--- config.mk ---
export PLATFORM = sky130hd
export DESIGN_NAME = fetch_stage_flat
export DESIGN_NICKNAME = d
export VERILOG_FILES = /design/src/rtl/fetch_stage_if.sv /design/src/rtl/fetch_stage.sv /design/src/flat_wrapper.sv
export SDC_FILE = /design/constraint.sdc
export NUM_CORES = 1
export LEC_CHECK = 0
export CAP_MARGIN = 15
export CORE_MARGIN = 2
export CORE_UTILIZATION = 35
export DETAILED_ROUTE_END_ITERATION = 12
export GPL_ROUTABILITY_DRIVEN = 0
export PLACE_DENSITY = 0.6
export SLEW_MARGIN = 20
export SYNTH_ARGS = -nofsm -noshare
export SYNTH_HDL_FRONTEND = slang
export SYNTH_SLANG_ARGS = --single-unit
--- constraint.sdc ---
create_clock -name clk -period 3.78 [get_ports clk]
set_input_delay 0.567 -clock clk [delete_from_list [all_inputs] [get_ports clk]]
set_output_delay 0.567 -clock clk [all_outputs]
set_load 0.005 [all_outputs]
--- src/rtl/fetch_stage_if.sv ---
// Instruction-memory bus between the fetch stage and instruction memory.
//   imem_req   : fetch request, held until imem_ready
//   imem_addr  : byte address of the requested word, held until imem_ready
//   imem_ready : response strobe; imem_rdata is valid when high together with imem_req
//   imem_rdata : instruction word
// master = fetch side, slave = memory side.
interface fetch_stage_if;
  logic        imem_req;
  logic [31:0] imem_addr;
  logic        imem_ready;
  logic [31:0] imem_rdata;

  modport master (
    output imem_req,
    output imem_addr,
    input  imem_ready,
    input  imem_rdata
  );

  modport slave (
    input  imem_req,
    input  imem_addr,
    output imem_ready,
    output imem_rdata
  );
endinterface

--- src/rtl/fetch_stage.sv ---
// Instruction-fetch stage feeding decode.
// Holds the PC, issues word fetches over the imem bus, and presents each fetched
// instruction in a registered slot {instruction, pc_out, DecodeEnable}. A one-entry skid
// buffer absorbs a response that lands while decode is stalled. Redirects flush the slot
// and skid and restart fetch at redirect_pc; halt stops fetching until reset.
// Ports:
//   clk, reset            : clock and synchronous active-high reset
//   imem                  : instruction-memory bus (master side)
//   instruction, pc_out   : presented instruction and its address (registered)
//   DecodeEnable          : presented instruction valid (registered)
//   decode_stall          : decode cannot accept; hold the slot
//   redirect, redirect_pc : control-flow change and its target
//   halt, halted          : stop request and halted status
module fetch_stage #(
  parameter logic [31:0] RESET_PC = 32'h0000_0000,
  parameter int unsigned PC_STEP  = 4
) (
  input  logic                clk,
  input  logic                reset,
  fetch_stage_if.master       imem,
  output logic [31:0]         instruction,
  output logic                DecodeEnable,
  output logic [31:0]         pc_out,
  input  logic                decode_stall,
  input  logic                redirect,
  input  logic [31:0]         redirect_pc,
  input  logic                halt,
  output logic                halted
);

  localparam logic [1:0] StIdle = 2'd0;
  localparam logic [1:0] StReq  = 2'd1;
  localparam logic [1:0] StSkid = 2'd2;
  localparam logic [1:0] StHalt = 2'd3;

  logic [1:0]  state_q, state_d;
  logic [31:0] pc_q, pc_d;
  logic [31:0] instr_q, instr_d;
  logic [31:0] pc_out_q, pc_out_d;
  logic        dec_en_q, dec_en_d;
  logic        skid_valid_q, skid_valid_d;
  logic [31:0] skid_instr_q, skid_instr_d;
  logic [31:0] skid_pc_q, skid_pc_d;
  logic        drop_q, drop_d;           // outstanding response must be discarded
  logic [31:0] drop_addr_q, drop_addr_d; // address still shown on the bus while dropping
  logic        halt_pend_q, halt_pend_d; // halt seen mid-handshake

  logic consume;

  always_comb begin
    state_d      = state_q;
    pc_d         = pc_q;
    instr_d      = instr_q;
    pc_out_d     = pc_out_q;
    dec_en_d     = dec_en_q;
    skid_valid_d = skid_valid_q;
    skid_instr_d = skid_instr_q;
    skid_pc_d    = skid_pc_q;
    drop_d       = drop_q;
    drop_addr_d  = drop_addr_q;
    halt_pend_d  = halt_pend_q;

    consume = dec_en_q & ~decode_stall;
    if (consume) dec_en_d = 1'b0;

    case (state_q)
      StIdle: begin
        // Skid is always empty here, so can_issue reduces to no halt and no held slot.
        if (halt) begin
          state_d = StHalt;
        end else if (redirect) begin
          dec_en_d     = 1'b0;
          skid_valid_d = 1'b0;
          pc_d         = redirect_pc;
        end else if (!(dec_en_q && decode_stall)) begin
          state_d = StReq;
        end
      end

      StReq: begin
        halt_pend_d = halt_pend_q | halt;
        if (redirect) begin
          dec_en_d     = 1'b0;
          skid_valid_d = 1'b0;
          pc_d         = redirect_pc;
        end
        if (imem.imem_ready) begin
          drop_d = 1'b0;
          if (halt_pend_d) begin
            halt_pend_d = 1'b0;
            state_d     = StHalt;
          end else if (redirect || drop_q) begin
            // Response belongs to the old path; slot was flushed so fetch can go on.
            state_d = StReq;
          end else begin
            pc_d = pc_q + PC_STEP;
            if (!dec_en_q || consume) begin
              instr_d  = imem.imem_rdata;
              pc_out_d = pc_q;
              dec_en_d = 1'b1;
              state_d  = decode_stall ? StIdle : StReq;
            end else begin
              skid_instr_d = imem.imem_rdata;
              skid_pc_d    = pc_q;
              skid_valid_d = 1'b1;
              state_d      = StSkid;
            end
          end
        end else if (redirect) begin
          // Keep the bus stable on the old address until its response retires.
          if (!drop_q) drop_addr_d = pc_q;
          drop_d = 1'b1;
        end
      end

      StSkid: begin
        if (halt) begin
          skid_valid_d = 1'b0;
          state_d      = StHalt;
        end else if (redirect) begin
          dec_en_d     = 1'b0;
          skid_valid_d = 1'b0;
          pc_d         = redirect_pc;
          state_d      = StIdle;
        end else if (consume) begin
          instr_d      = skid_instr_q;
          pc_out_d     = skid_pc_q;
          dec_en_d     = 1'b1;
          skid_valid_d = 1'b0;
          state_d      = StIdle;
        end
      end

      default: ; // StHalt: absorbing, only the slot drains
    endcase
  end

  always_ff @(posedge clk) begin
    if (reset) begin
      state_q      <= StIdle;
      pc_q         <= RESET_PC;
      instr_q      <= '0;
      pc_out_q     <= '0;
      dec_en_q     <= 1'b0;
      skid_valid_q <= 1'b0;
      skid_instr_q <= '0;
      skid_pc_q    <= '0;
      drop_q       <= 1'b0;
      drop_addr_q  <= '0;
      halt_pend_q  <= 1'b0;
    end else begin
      state_q      <= state_d;
      pc_q         <= pc_d;
      instr_q      <= instr_d;
      pc_out_q     <= pc_out_d;
      dec_en_q     <= dec_en_d;
      skid_valid_q <= skid_valid_d;
      skid_instr_q <= skid_instr_d;
      skid_pc_q    <= skid_pc_d;
      drop_q       <= drop_d;
      drop_addr_q  <= drop_addr_d;
      halt_pend_q  <= halt_pend_d;
    end
  end

  assign imem.imem_req  = (state_q == StReq);
  assign imem.imem_addr = drop_q ? drop_addr_q : pc_q;
  assign instruction    = instr_q;
  assign DecodeEnable   = dec_en_q;
  assign pc_out         = pc_out_q;
  assign halted         = (state_q == StHalt);

endmodule
--- src/flat_wrapper.sv ---
// flat-port wrapper written by rule: the top's interface ports become plain ports
module fetch_stage_flat 
#(
  parameter logic [31:0] RESET_PC = 32'h0000_0000,
  parameter int unsigned PC_STEP  = 4
)
  (clk, reset, instruction, DecodeEnable, pc_out, decode_stall, redirect, redirect_pc, halt, halted, imem_imem_req, imem_imem_addr, imem_imem_ready, imem_imem_rdata);
  fetch_stage_if imem_i ();
  input  logic clk;
  input  logic reset;
  output logic [31:0] instruction;
  output logic DecodeEnable;
  output logic [31:0] pc_out;
  input  logic decode_stall;
  input  logic redirect;
  input  logic [31:0] redirect_pc;
  input  logic halt;
  output logic halted;
  output wire logic [$bits(imem_i.imem_req)-1:0] imem_imem_req;
  output wire logic [$bits(imem_i.imem_addr)-1:0] imem_imem_addr;
  input wire logic [$bits(imem_i.imem_ready)-1:0] imem_imem_ready;
  input wire logic [$bits(imem_i.imem_rdata)-1:0] imem_imem_rdata;
  assign imem_imem_req = imem_i.imem_req;
  assign imem_imem_addr = imem_i.imem_addr;
  assign imem_i.imem_ready = imem_imem_ready;
  assign imem_i.imem_rdata = imem_imem_rdata;
  fetch_stage #(.RESET_PC(RESET_PC), .PC_STEP(PC_STEP)) u_core (.clk(clk), .reset(reset), .imem(imem_i), .instruction(instruction), .DecodeEnable(DecodeEnable), .pc_out(pc_out), .decode_stall(decode_stall), .redirect(redirect), .redirect_pc(redirect_pc), .halt(halt), .halted(halted));
endmodule
==> PnR_summary.wiki, run 1 <==
{| class="wikitable"
! Metric !! Value
|-
| Run status || finished, final reports clean
|-
| Detailed-route via count || 8213
|-
| Hold Path Class || flip-flop to flip-flop
|-
| Initial Utilization || 35.25%
|-
| Total negative slack for setup checks || 0 ps
|-
| Total of buffers placed on input and output ports || 168
|-
| Antenna violations before repair || 1
|-
| CP max FO || 40
|-
| I/O pin total || 169
|-
| Peak Freq || 0.3637 GHz
|-
| Ant. Diodes || 0
|-
| Cell type with the largest total area after synthesis || sky130_fd_sc_hd__dfxtp_1
|-
| RSZ-0062 raised after global routing || no
|-
| Clk pin slew, worst setup/hold paths || 70 ps
|-
| Proportion of netlist area held by the largest area contributor || 41.86%
|-
| Slew at the pin with the worst max-slew slack || 806.6 ps
|-
| Worst path cell trace || clkdlybuf4s50_1, or4b_4, o31ai_1, and3_4, buf_12, nor2_1, a211oi_2
|-
| Remaining global-route overflow || 0
|-
| Top cell family by delay on the critical path || simple AND/OR/NAND/NOR gates
|-
| Final worst clock skew || 12.73 ps
|-
| Crit path capture type || flip-flop
|-
| Final worst-path cycle share || 72.75%
|-
| Pin count of the biggest net entering global routing || 84
|-
| List of most frequent post-synthesis cells || 197 x sky130_fd_sc_hd__dfxtp_1, 171 x sky130_fd_sc_hd__nand2_1, 120 x sky130_fd_sc_hd__nor2_1, 90 x sky130_fd_sc_hd__a21oi_1, 72 x sky130_fd_sc_hd__nor3_1
|-
| Total Die Area || 28250 µm²
|-
| Chip Width || 168.1 µm
|-
| Startpoint Class || primary input
|-
| TritonCTS clock tree || yes
|-
| Max capacitance violation total || 0
|-
| Worst EP arrival || 3100 ps
|-
| Number of buffer and inverter instances along the worst setup path || 2
|-
| Final Hold Vio Count || 0
|-
| Final Hold Slack || 454.1 ps
|-
| LEAKAGE || 0.003874 µW
|-
| Post-synthesis mux area share || 11.04%
|-
| Most common flop cell mapped by yosys || sky130_fd_sc_hd__dfxtp_1
|-
| Total routing usage reported by global routing || 19.06%
|-
| Total clock buffers created by CTS || 17
|-
| Area growth, synth to finish || 26.22%
|-
| Vias/cell || 5.288
|-
| Remaining routing DRC violations || 0
|-
| Xor and xnor fraction of the mapped netlist area || 0%
|-
| Row count || 60
|-
| H-tree depth || 4
|-
| Cell Area, Synth || 9422 µm²
|-
| First-pass GRT wire length || 43070 µm
|-
| Total count of max-transition violations in the final report || 0
|-
| Post-cts resize count || 0
|-
| Core footprint || 26730 µm²
|-
| Clock latency at the later pin of the worst-skew pair || 430 ps
|-
| Drt total wl || 27300 µm
|-
| Mapped Avg Cell Area || 8.675 µm²
|-
| Detail-routed net length per standard cell || 17.58 µm
|-
| Power density relative to cell area || 665.2 nW/µm²
|-
| Die extent in y || 168.1 µm
|-
| Sinks on the clock net || 197
|-
| Total setup buffers inserted after CTS || 0
|-
| Share of the yosys chip area belonging to registers || 41.86%
|-
| Post-layout min period || 2750 ps
|-
| Simple-gate share of the synthesized area || 20.82%
|-
| Setup CP Type || primary input to flip-flop
|-
| Post-synthesis adder-cell area fraction || 0.7968%
|-
| Number of flops mapped to enable cells by yosys || 0
|-
| Most numerous cell in the Yosys netlist || sky130_fd_sc_hd__dfxtp_1
|-
| Top cells by area, synth || sky130_fd_sc_hd__dfxtp_1 42%, sky130_fd_sc_hd__a211oi_2 7.4%, sky130_fd_sc_hd__mux2i_1 7.3%
|-
| Cell with the biggest individual delay on the critical path || sky130_fd_sc_hd__or4b_4
|-
| Complex-gate fraction of the synthesized area || 20.07%
|-
| Seq cells post-synth || 197
|-
| Post-synthesis instance total || 1086
|-
| Post-route ant nets || 0
|-
| Library cell used as clock root buffer || sky130_fd_sc_hd__clkbuf_16
|-
| Unique cell type count in the Yosys netlist || 68
|-
| Async set-reset flop share out of synthesis || 0%
|-
| Synth warnings || 0
|-
| Detailed-placement wirelength estimate || 18220 µm
|-
| Final nets || 1275
|-
| Length of the first detailed-routing pass in iterations || 5
|-
| Maximum clock insertion buffer count || 2
|-
| 1st-iter DRT viols || 746
|-
| Fraction of final layout cells sized beyond drive strength 1 || 13.12%
|-
| Max IR drop VDD || 370.5 µV
|-
| Endpoints failing setup || 0
|-
| Required @ worst endpoint || 4130 ps
|-
| Relative slew slack || 46.23%
|-
| Post-Syn Nets || 1162
|-
| Filler cells || 2643
|-
| Number of global-route vias before repair || 7649
|-
| Sum of internal, switching and leakage power || 7910 µW
|-
| Post-CTS Hold Buffers || 0
|-
| Largest family of logic cells by synthesized area || simple AND/OR/NAND/NOR gates
|-
| Longest individual stage delay on the worst path || 620 ps
|}
[layout make-up]
type	instances	area, µm²	share of cell area [%]
Sequential cell	197	3944	33.16
Timing Repair Buffer	190	1886	15.86
Inverter	13	48.80	0.4104
Clock inverter	13	140.1	1.178
Clock buffer	19	452.9	3.809
Multi-Input combinational cell	780	4994	41.99
Tap cell	341	426.7	3.588
[report_power, final]
| group | internal (µW) | switching, µW |
|---|---|---|
| sequential | 2550 | 370 |
| clock | 969 | 877 |
| combinational | 1600 | 1540 |
| total | 5120 | 2790 |
[routing by layer]
| layer | track usage (%) | up-vias | share of wire (%) |
|---|---|---|---|
| met5 | 0 | - | 0.048 |
| met1 | 27.99 | 3850 | 49 |
| li1 | - | 4079 | - |
| met4 | 4.648 | 2 | 1.1 |
| met3 | 3.761 | 19 | 6.1 |
| met2 | 28.66 | 263 | 44 |
[final timing paths]
check | start | endpoint | slack (ps) | depth (start not counted)
setup / recovery | halt | u_core.pc_out[11] | 1030 | 7
hold / removal | u_core.skid_pc_q[27] | u_core.skid_pc_q[27] | 450 | 2
setup reg to reg | u_core.state_q[0] | u_core.pc_q[13] | 1220 | 8
hold reg to reg | u_core.skid_pc_q[27] | u_core.skid_pc_q[27] | 450 | 2
[cell families (layout without fill, tap and decap cells)]
group | after synthesis | count (layout)
AO/OA/AOI/OAI | 243 | 243
buffers and inverters | 109 | 235
multiplexers | 100 | 100
adder cells (fa/ha/maj) | 6 | 6
flip-flops | 197 | 197
AND/OR/NAND/NOR | 431 | 431
[stage by stage]
| step | cell area (µm²) | setup WS, ps | std cells | util, % |
|---|---|---|---|---|
| 6_report | 11890 | 1030 | 1553 | 44.49 |
| 5_1_grt | 11890 | 869.8 | 1553 | 44.49 |
| 4_1_cts | 11890 | 1018 | 1553 | 44.49 |
| 3_5_place_dp | 11300 | 578.6 | 1521 | 42.28 |
| 3_3_place_gp | 11300 | 647.6 | 1521 | 42.28 |
| 2_1_floorplan | 9422 | 1507 | 1086 | - |
[worst reg2reg max path: stages, from the launching register on]
cell                        delay [ps]
sky130_fd_sc_hd__dfxtp_1           460
sky130_fd_sc_hd__inv_1             150
sky130_fd_sc_hd__ha_4              330
sky130_fd_sc_hd__nor2_1            400
sky130_fd_sc_hd__nand3_1           380
sky130_fd_sc_hd__buf_4             300
sky130_fd_sc_hd__a41o_1            200
sky130_fd_sc_hd__a21oi_1           130
sky130_fd_sc_hd__a2111oi_0          70
[sequential cells by signal (all words and copies together), names as in the netlist]
name	count
u_core.skid_instr_q	32
u_core.pc_out	32
u_core.DecodeEnable	1
u_core.pc_q	32
u_core.instruction	32
u_core.drop_q	1
u_core.drop_addr_q	32
u_core.skid_pc_q	32
u_core.halt_pend_q	1
u_core.state_q	2
[layout by cell type, fill, tap and decap left out, types with 3 or more instances in the layout]
cell                                n
sky130_fd_sc_hd__inv_1             12
sky130_fd_sc_hd__a211oi_1          17
sky130_fd_sc_hd__a21oi_1           90
sky130_fd_sc_hd__inv_8              4
sky130_fd_sc_hd__clkdlybuf4s50_1  167
sky130_fd_sc_hd__clkbuf_16         17
sky130_fd_sc_hd__nor3_1            72
sky130_fd_sc_hd__clkinv_4           3
sky130_fd_sc_hd__nand2b_1           3
sky130_fd_sc_hd__o22ai_1            4
sky130_fd_sc_hd__or3_1              5
sky130_fd_sc_hd__o211ai_1           4
sky130_fd_sc_hd__mux2_2            31
sky130_fd_sc_hd__mux2i_1           69
sky130_fd_sc_hd__or4_1              3
sky130_fd_sc_hd__ha_1               5
sky130_fd_sc_hd__a22oi_1            7
sky130_fd_sc_hd__a31oi_1            5
sky130_fd_sc_hd__nand3_1           17
sky130_fd_sc_hd__a22o_1             3
sky130_fd_sc_hd__buf_12             3
sky130_fd_sc_hd__nor2_1           119
sky130_fd_sc_hd__a211oi_2          56
sky130_fd_sc_hd__buf_4             19
sky130_fd_sc_hd__o21ai_0           17
sky130_fd_sc_hd__and3_1             5
sky130_fd_sc_hd__nor2b_1            4
sky130_fd_sc_hd__a221o_1            4
sky130_fd_sc_hd__nand2_1          171
sky130_fd_sc_hd__clkinvlp_4         4
sky130_fd_sc_hd__nand4_1           10
sky130_fd_sc_hd__dfxtp_1          197
sky130_fd_sc_hd__o31ai_1            6
Note: power is estimated with default switching activity, not from simulation.
==> inputs of run 2 (changes only) <==
clock period = 2.8 ns   (was 3.78 ns; I/O delays follow)
==> run 2 against run 1 <==
  * Clock skew up 2.2 ps
  * Global-route usage is 0.090 points higher
  * Power rose by 36%
  * Die area did not move
  * Largest power group unchanged
==> PnR_summary.wiki, run 2 (synthesis results as in run 1) <==
{| class="wikitable"
! Metric !! Value
|-
| H-tree depth || 4
|-
| Antenna violations before repair || 1
|-
| CP max FO || 36
|-
| Final worst setup slack || 299.6 ps
|-
| Post-cts resize count || 0
|-
| Vias/cell || 5.297
|-
| Initial Utilization || 35.25%
|-
| Int Pwr || 6899 µW
|-
| Max IR drop VDD || 466.7 µV
|-
| Maximum clock insertion buffer count || 2
|-
| Clk network pwr share || 22.4%
|-
| 1st-iter DRT viols || 693
|-
| Share of the core filled with cells in the final layout || 45.41%
|-
| Portion of total power attributed to combinational logic || 41.3%
|-
| Row count || 60
|-
| Switching power share of the total || 35.79%
|-
| Pin count of the biggest net entering global routing || 69
|-
| Fraction of final layout cells sized beyond drive strength 1 || 15.22%
|-
| Total count of max-transition violations in the final report || 0
|-
| TritonCTS clock tree || yes
|-
| Drt total wl || 27630 µm
|-
| First-pass GRT wire length || 43300 µm
|-
| Most frequent cells in the layout || 197 x sky130_fd_sc_hd__dfxtp_1, 171 x sky130_fd_sc_hd__nand2_1, 167 x sky130_fd_sc_hd__clkdlybuf4s50_1, 119 x sky130_fd_sc_hd__nor2_1, 90 x sky130_fd_sc_hd__a21oi_1
|-
| Library cell used as clock root buffer || sky130_fd_sc_hd__clkbuf_16
|-
| Number of global-route vias before repair || 7724
|-
| Final Hold Vio Count || 0
|-
| Area growth, synth to finish || 28.82%
|-
| Required @ worst endpoint || 2380 ps
|-
| Run status || finished, final reports clean
|-
| Post-detailed-placement cell area || 11570 µm²
|-
| Sinks on the clock net || 197
|-
| Endpoints failing setup || 0
|-
| Clock latency at the later pin of the worst-skew pair || 440 ps
|-
| Peak Freq || 0.3999 GHz
|-
| Most frequent standard cell in the layout excluding fill and tap cells || sky130_fd_sc_hd__dfxtp_1
|-
| Number of placed instances, taps included || 1551
|-
| Total setup buffers inserted after CTS || 0
|-
| Post-layout min period || 2500 ps
|-
| Setup CP Type || flip-flop to output port
|-
| Finished Layout Cells || 1583
|-
| Worst path cell trace || buf_12, mux2_2, clkdlybuf4s50_1
|-
| Total Die Area || 28250 µm²
|-
| Die extent in y || 168.1 µm
|-
| LEAKAGE || 0.004041 µW
|-
| Cell with the biggest individual delay on the critical path || sky130_fd_sc_hd__dfxtp_1
|-
| Final worst clock skew || 14.91 ps
|-
| Total of buffers placed on input and output ports || 168
|-
| Chip Width || 168.1 µm
|-
| Total clock buffers created by CTS || 17
|-
| Final worst-path cycle share || 89.30%
|-
| Total negative slack for setup checks || 0 ps
|-
| Portion of total power attributed to sequential cells || 36.3%
|-
| Final cell area excluding filler cells || 12140 µm²
|-
| Worst slack after detailed placement || 39.79 ps
|-
| I/O pin total || 169
|-
| Length of the first detailed-routing pass in iterations || 6
|-
| Relative slew slack || 43.73%
|-
| Post-route ant nets || 0
|-
| Detail-routed net length per standard cell || 17.45 µm
|-
| Remaining global-route overflow || 0
|-
| Detailed-placement wirelength estimate || 18920 µm
|-
| Max capacitance violation total || 0
|-
| Post-CTS Hold Buffers || 0
|-
| Hold Path Class || primary input to flip-flop
|-
| Clk pin slew, worst setup/hold paths || 80 ps
|-
| Power density relative to cell area || 885.2 nW/µm²
|-
| Detailed-route via count || 8385
|-
| Ant. Diodes || 0
|-
| Switching power || 3845 µW
|-
| Remaining routing DRC violations || 0
|-
| Total routing usage reported by global routing || 19.15%
|-
| Slew at the pin with the worst max-slew slack || 844.1 ps
|-
| Longest individual stage delay on the worst path || 510 ps
|-
| Final nets || 1305
|-
| Startpoint Class || flip-flop
|-
| RSZ-0062 raised after global routing || no
|-
| Crit path capture type || output port
|-
| Worst EP arrival || 2080 ps
|-
| Core footprint || 26730 µm²
|}
run 2: changes by cell type in the layout (fill, tap and decap cells not counted):
cell / delta
sky130_fd_sc_hd__clkbuf_8: -2
sky130_fd_sc_hd__clkinvlp_4: -3
sky130_fd_sc_hd__bufinv_16: -1
sky130_fd_sc_hd__buf_12: +4
sky130_fd_sc_hd__inv_6: +2
sky130_fd_sc_hd__inv_8: +2
sky130_fd_sc_hd__buf_4: +26
sky130_fd_sc_hd__clkinv_2: +2
run 2: area by class of cell:
class / count / area (µm²)
inverters: 13 / 48.80
well taps: 341 / 426.7
clock buffers: 17 / 425.4
clock inverters: 15 / 137.6
fillers: 2576 / 14590
flip-flops and latches: 197 / 3944
repair buffers: 220 / 2161
multi-input cells: 780 / 4994
run 2: path summary, 6_finish.rpt:
check | to | depth (start not counted) | startpoint | slack, ps
setup / recovery | imem_imem_addr[16] | 3 | u_core.drop_q | 300
hold / removal | u_core.skid_pc_q[17] | 2 | reset | 390
setup reg to reg | u_core.pc_q[28] | 7 | u_core.state_q[0] | 470
hold reg to reg | u_core.skid_instr_q[25] | 2 | u_core.skid_instr_q[25] | 460
run 2: worst max-delay path, delay by kind of cell, from the launching register on:
kind,cells,cell delay [ps]
muxes,1,390
buffers and inverters,2,720
DFF,1,510
run 2: layer usage:
layer | vias up | share of wire (%) | global-route usage [%]
met3 | 31 | 5.4 | 3.362
met2 | 248 | 44 | 29.70
met4 | 2 | 1.3 | 4.723
li1 | 4142 | - | -
met5 | - | 0.069 | 0
met1 | 3962 | 49 | 27.60
run 2: power by group through the flow:
| stage | clock network, µW | logic, µW | registers (µW) |
|---|---|---|---|
| 2_1_floorplan | 0 | 2640 | 3860 |
| 3_3_place_gp | 0 | 4380 | 3960 |
| 3_5_place_dp | 0 | 4430 | 3970 |
| 4_1_cts | 2470 | 4460 | 3900 |
| 5_1_grt | 2570 | 4840 | 3980 |
| 6_report | 2410 | 4440 | 3900 |
run 2: metrics by stage:
step	hold WS, ps	total power (µW)
finish	389.5	10740
global route	398.0	11390
CTS	364.8	10820
detailed placement	446.1	8400
global placement	440.9	8338
floorplan	436.0	6504
==> inputs of run 3 (changes only) <==
CTS_CLUSTER_SIZE = 12   (was not set)
==> results of run 3 <==
The final DEF is identical to that of run 2; final timing and power are the same.
